[config.mk]
export PLATFORM = sky130hd
export DESIGN_NAME = sram_mem_ctrl
export DESIGN_NICKNAME = d
export VERILOG_FILES = /design/src/rtl/sram_mem_ctrl.sv
export SDC_FILE = /design/constraint.sdc
export NUM_CORES = 1
export LEC_CHECK = 0
export ABC_CLOCK_PERIOD_IN_PS = 4700
export CORE_UTILIZATION = 47
export CTS_BUF_LIST = sky130_fd_sc_hd__clkbuf_2 sky130_fd_sc_hd__clkbuf_4 sky130_fd_sc_hd__clkbuf_8
export DETAILED_ROUTE_END_ITERATION = 6
export PLACE_DENSITY_LB_ADDON = 0.12
export REMOVE_ABC_BUFFERS = 1
export SETUP_SLACK_MARGIN = 0.05
export SYNTH_ARGS = -nofsm -noshare
export SYNTH_HDL_FRONTEND = slang
export SYNTH_SLANG_ARGS = --single-unit
[constraint.sdc]
create_clock -name clk -period 4.7 [get_ports clk]
set_input_delay 0.94 -clock clk [delete_from_list [all_inputs] [get_ports clk]]
set_output_delay 0.94 -clock clk [all_outputs]
set_load 0.01 [all_outputs]
[src/rtl/sram_mem_ctrl.sv]
// Word-wide load/store controller for a 16-bit asynchronous SRAM.
// Each access runs a LOW halfword phase then a HIGH halfword phase of HOLD cycles each.
module sram_mem_ctrl #(
    parameter int HOLD      = 2,
    parameter int BASE_ADDR = 1024
) (
    input  logic        clk,
    input  logic        rst,
    input  logic        MEM_R_EN,
    input  logic        MEM_W_EN,
    input  logic [31:0] ALU_result,
    input  logic [31:0] Val_Rm,
    output logic [31:0] read_data,
    output logic        ready,
    output logic [17:0] SRAM_ADDR,
    output logic [15:0] SRAM_DQ_out,
    input  logic [15:0] SRAM_DQ_in,
    output logic        SRAM_DQ_oe,
    output logic        SRAM_WE_N
);

    typedef enum logic [1:0] {IDLE, LOW, HIGH, DONE} state_t;

    localparam logic [3:0] LAST = 4'(HOLD - 1);

    state_t      state_q, state_d;
    logic [3:0]  cnt_q, cnt_d;
    logic [16:0] addr_q, addr_d;
    logic [31:0] data_q, data_d;
    logic        wr_q, wr_d;
    logic [15:0] rd_lo_q, rd_lo_d;
    logic [31:0] read_data_q, read_data_d;

    logic [31:0] offset;
    logic        req;
    logic        phase_last;
    logic        unused_offset_bits;

    // Only offset[18:2] selects the SRAM word; upper bits wrap and byte lanes are ignored.
    assign offset             = ALU_result - 32'(BASE_ADDR);
    assign unused_offset_bits = ^{offset[31:19], offset[1:0]};
    assign req                = MEM_R_EN | MEM_W_EN;
    assign phase_last         = (cnt_q == LAST);
    assign read_data          = read_data_q;

    always_ff @(posedge clk or posedge rst) begin
        if (rst) begin
            state_q <= IDLE;
        end else begin
            state_q <= state_d;
        end
    end

    always_comb begin
        state_d = state_q;
        case (state_q)
            IDLE:    if (req) state_d = LOW;
            LOW:     if (phase_last) state_d = HIGH;
            HIGH:    if (phase_last) state_d = DONE;
            default: state_d = IDLE;
        endcase
    end

    // Counter restarts on every phase entry; read halves are latched on each phase's last cycle.
    always_comb begin
        cnt_d       = 4'd0;
        addr_d      = addr_q;
        data_d      = data_q;
        wr_d        = wr_q;
        rd_lo_d     = rd_lo_q;
        read_data_d = read_data_q;
        case (state_q)
            IDLE: begin
                if (req) begin
                    addr_d = offset[18:2];
                    data_d = Val_Rm;
                    wr_d   = MEM_W_EN;
                end
            end
            LOW: begin
                cnt_d = phase_last ? 4'd0 : cnt_q + 4'd1;
                if (phase_last && !wr_q) rd_lo_d = SRAM_DQ_in;
            end
            HIGH: begin
                cnt_d = phase_last ? 4'd0 : cnt_q + 4'd1;
                if (phase_last && !wr_q) read_data_d = {SRAM_DQ_in, rd_lo_q};
            end
            default: cnt_d = 4'd0;
        endcase
    end

    always_ff @(posedge clk or posedge rst) begin
        if (rst) begin
            cnt_q       <= 4'd0;
            addr_q      <= 17'd0;
            data_q      <= 32'd0;
            wr_q        <= 1'b0;
            rd_lo_q     <= 16'd0;
            read_data_q <= 32'd0;
        end else begin
            cnt_q       <= cnt_d;
            addr_q      <= addr_d;
            data_q      <= data_d;
            wr_q        <= wr_d;
            rd_lo_q     <= rd_lo_d;
            read_data_q <= read_data_d;
        end
    end

    always_comb begin
        ready       = 1'b0;
        SRAM_ADDR   = 18'd0;
        SRAM_DQ_out = 16'd0;
        SRAM_DQ_oe  = 1'b0;
        SRAM_WE_N   = 1'b1;
        case (state_q)
            IDLE: ready = ~req;
            LOW: begin
                SRAM_ADDR = {addr_q, 1'b0};
                if (wr_q) begin
                    SRAM_WE_N   = 1'b0;
                    SRAM_DQ_oe  = 1'b1;
                    SRAM_DQ_out = data_q[15:0];
                end
            end
            HIGH: begin
                SRAM_ADDR = {addr_q, 1'b1};
                if (wr_q) begin
                    SRAM_WE_N   = 1'b0;
                    SRAM_DQ_oe  = 1'b1;
                    SRAM_DQ_out = data_q[31:16];
                end
            end
            default: ready = 1'b1;
        endcase
    end

endmodule

==> results_dict.tcl <==
set metrics [dict create \
    p_comb_share_pct 45.0 \
    cp_top_family "buffers and inverters" \
    drive_gt1_share_pct 13.8 \
    p_leak_uw 0.00277 \
    ir_drop_v 0.000293 \
    grt_pass1_vias 3417 \
    cts.htree.levels 3 \
    min_period_over_period_pct 80.0 \
    hold_buffers 0 \
    cts-resized-gates 0 \
    dp_hpwl_um 6700 \
    wire_per_inst_um 14.4 \
    rows 35 \
    coreArea_sq_mm 0.00924 \
    synth_cells 422 \
    overflow 0 \
    ant_nets 0 \
    slowest_delay_ns 0.66 \
    pwr-share-clk_pct 15.7 \
    clk-insertion-delay-late_ns 0.36 \
    regArea_sq_mm 0.00260 \
    syn_avg_cell_area_sq_um 10.6 \
    critical_path_required_ns 3.76 \
    fmax_ghz 0.266 \
    crit_fanout 18 \
    multi_input_area_sq_mm 0.00178 \
    io_pins 153 \
    end_kind "output pin" \
    cts_tree "yes" \
    finalSetupViolCount 0 \
    fp.dieW_um 99.8 \
    synth.distinct_cells 34 \
    worst_slew_margin_rel_pct 29.3 \
    p_sw_share_pct 34.7 \
    met2_usage_pct 35.0 \
    hold_violations 0 \
    grt-busiest-layer "met2" \
    p_seq_share_pct 39.3 \
    cap_violations 0 \
    cp_cell_sequence "inv_1, ha_1, nor2_1, nor2b_1, buf_4, and2_1, clkdlybuf4s50_1" \
    status "finished, final reports clean" \
    yosysSeqAreaShare_pct 57.9 \
    p_int_uw 2590 \
    cp_slowest_cell "ha_1" \
    ys_warn_count 0 \
    synth_ff_type "dfrtp_1" \
    drc_errors 0 \
    slew_violations 0 \
    fillers 734 \
    synth_edf_count 0 \
    die_area_sq_mm 0.00995 \
    grtUsageMet3_pct 6.18 \
    port_buffers 137 \
    fin_cells 689 \
    grt_max_degree 86 \
    async_flop_share_pct 100 \
    routed_via_density 4.91 \
    cts_root_buf "clkbuf_8" \
    setup_tns_ns 0 \
    dpl.cell_count 673 \
    grt_first_pass_wirelength_um 16400 \
    drt_iter0_markers 86 \
    tightest_slew_ns 1.06 \
    start_kind "register" \
    grtUsageTotal_pct 21.2 \
    clock_path_buffers 2 \
    grt_antenna_before_repair 0 \
    routed-via-count 3382 \
    die_y_um 99.8 \
    rsz0062_at_grt "no" \
    use_met1_pct 27.2 \
    final_cell_mix "clkdlybuf4s50_1 (137), nand2_1 (134), dfrtp_1 (104)" \
    critPathKind "reg -> out" \
    critical_path_buf_inv_count 3 \
    finalWeightedCongestion 0.705 \
    fin_nets 647 \
    period_needed_ns 3.76 \
    post_synth_main_area_contributors "dfrtp_1 (58%), mux2_2 (12%), nand2_1 (11%)" \
    yosys_register_bits 104 \
    final_common_cell "clkdlybuf4s50_1" \
    power_density_mw_per_mm2 638 \
    skew_ns 0.0116 \
    area_growth_pct 38.4 \
    n_antenna_cell 0 \
    cts_setup_buffers 0 \
    cts.sinks 104 \
    initial_core_util_pct 48.6 \
    synth_top_area_share_pct 57.9 \
    synth.cell_area_sq_mm 0.00449 \
    cts.clk_slew.worst_paths_ns 0.09 \
    cts_buffers 9 \
    power_switching_uw 1370 \
    first_pass_iters 4 \
    synth_top_cell_by_area "dfrtp_1" \
    arrival_ns 2.82 \
    hold_path_class "reg -> reg" \
    totalWireLength_um 9920 \
]
## layer usage
layer	up-vias	wire (um)
met5	-	0
met1	1635	4410
li1	1655	-
met2	82	4830
met4	0	110
met3	10	569
## synthesized netlist by cell type, drive strengths merged (5+ instances only)
| library cell | count |
|---|---|
| or4 | 5 |
| ha | 8 |
| clkbuf | 11 |
| a22oi | 16 |
| mux2 | 49 |
| dfrtp | 104 |
| o21ai | 7 |
| nor2 | 22 |
| buf | 10 |
| and2 | 18 |
| nand2 | 134 |
| inv | 8 |
## sequential cells by signal, indices dropped and copies added, names as in the netlist
register / count
addr_q: 17
cnt_q: 4
wr_q: 1
rd_lo_q: 16
data_q: 32
read_data: 32
state_q: 2
## through the flow
step / power [uW] / hold WS (ns) / cell area (sq um) / utilization, % / setup WS, ns
3_5_place_dp: 3380 / 0.462 / 5990 / 64.8 / 1.35
6_report: 3960 / 0.482 / 6220 / 67.3 / 0.941
2_1_floorplan: 2510 / 0.437 / 4400 / - / 0.362
5_1_grt: 4260 / 0.505 / 6220 / 67.3 / 0.695
3_3_place_gp: 3310 / 0.451 / 5990 / 64.8 / 1.35
4_1_cts: 4010 / 0.485 / 6220 / 67.3 / 0.929
## kinds of logic (layout without fill, tap and decap cells)
group / after synthesis / after routing / synth area share (%)
simple gates: 194 / 194 / 18.8
flops: 104 / 104 / 57.9
mux: 49 / 49 / 12.3
compound gates: 34 / 34 / 5.24
buf+inv: 29 / 167 / 2.76
fa+ha+maj: 8 / 8 / 2.23
xor+xnor: 4 / 4 / 0.780
## power groups by stage
| stage | Clock, uW | Combinational (uW) | Sequential (uW) |
|---|---|---|---|
| 2_1_floorplan | 0 | 913 | 1590 |
| 3_3_place_gp | 0 | 1760 | 1550 |
| 3_5_place_dp | 0 | 1810 | 1570 |
| 4_1_cts | 641 | 1810 | 1560 |
| 5_1_grt | 674 | 1970 | 1620 |
| 6_report | 624 | 1780 | 1560 |
## worst min-delay path, stage by stage, from the launching register on
cell and delay [ns]:
dfrtp_1 0.35, nand2_1 0.05, nand2_1 0.05
## cell type report
cell class	count	area share (%)
timing repair buffer	143	22.8
clock inverter	7	1.65
sequential	104	41.9
inverter	8	0.523
clock buffer	9	1.99
multi-input combinational	289	28.6
tap	129	2.60
## path summary, 6_finish.rpt
| kind | start | to | slack (ns) | depth (start not counted) |
|---|---|---|---|---|
| min reg2reg | addr_q[5] | addr_q[5] | 0.48 | 2 |
| min | addr_q[5] | addr_q[5] | 0.48 | 2 |
| max in group asynchronous | rst | rd_lo_q[5] | 2.66 | 3 |
| max | state_q[1] | SRAM_ADDR[6] | 0.94 | 7 |
| max reg2reg | state_q[1] | rd_lo_q[3] | 2.22 | 4 |
| min in group asynchronous | rst | read_data[23] | 1.15 | 2 |
Note: power is estimated with default switching activity, not from simulation.
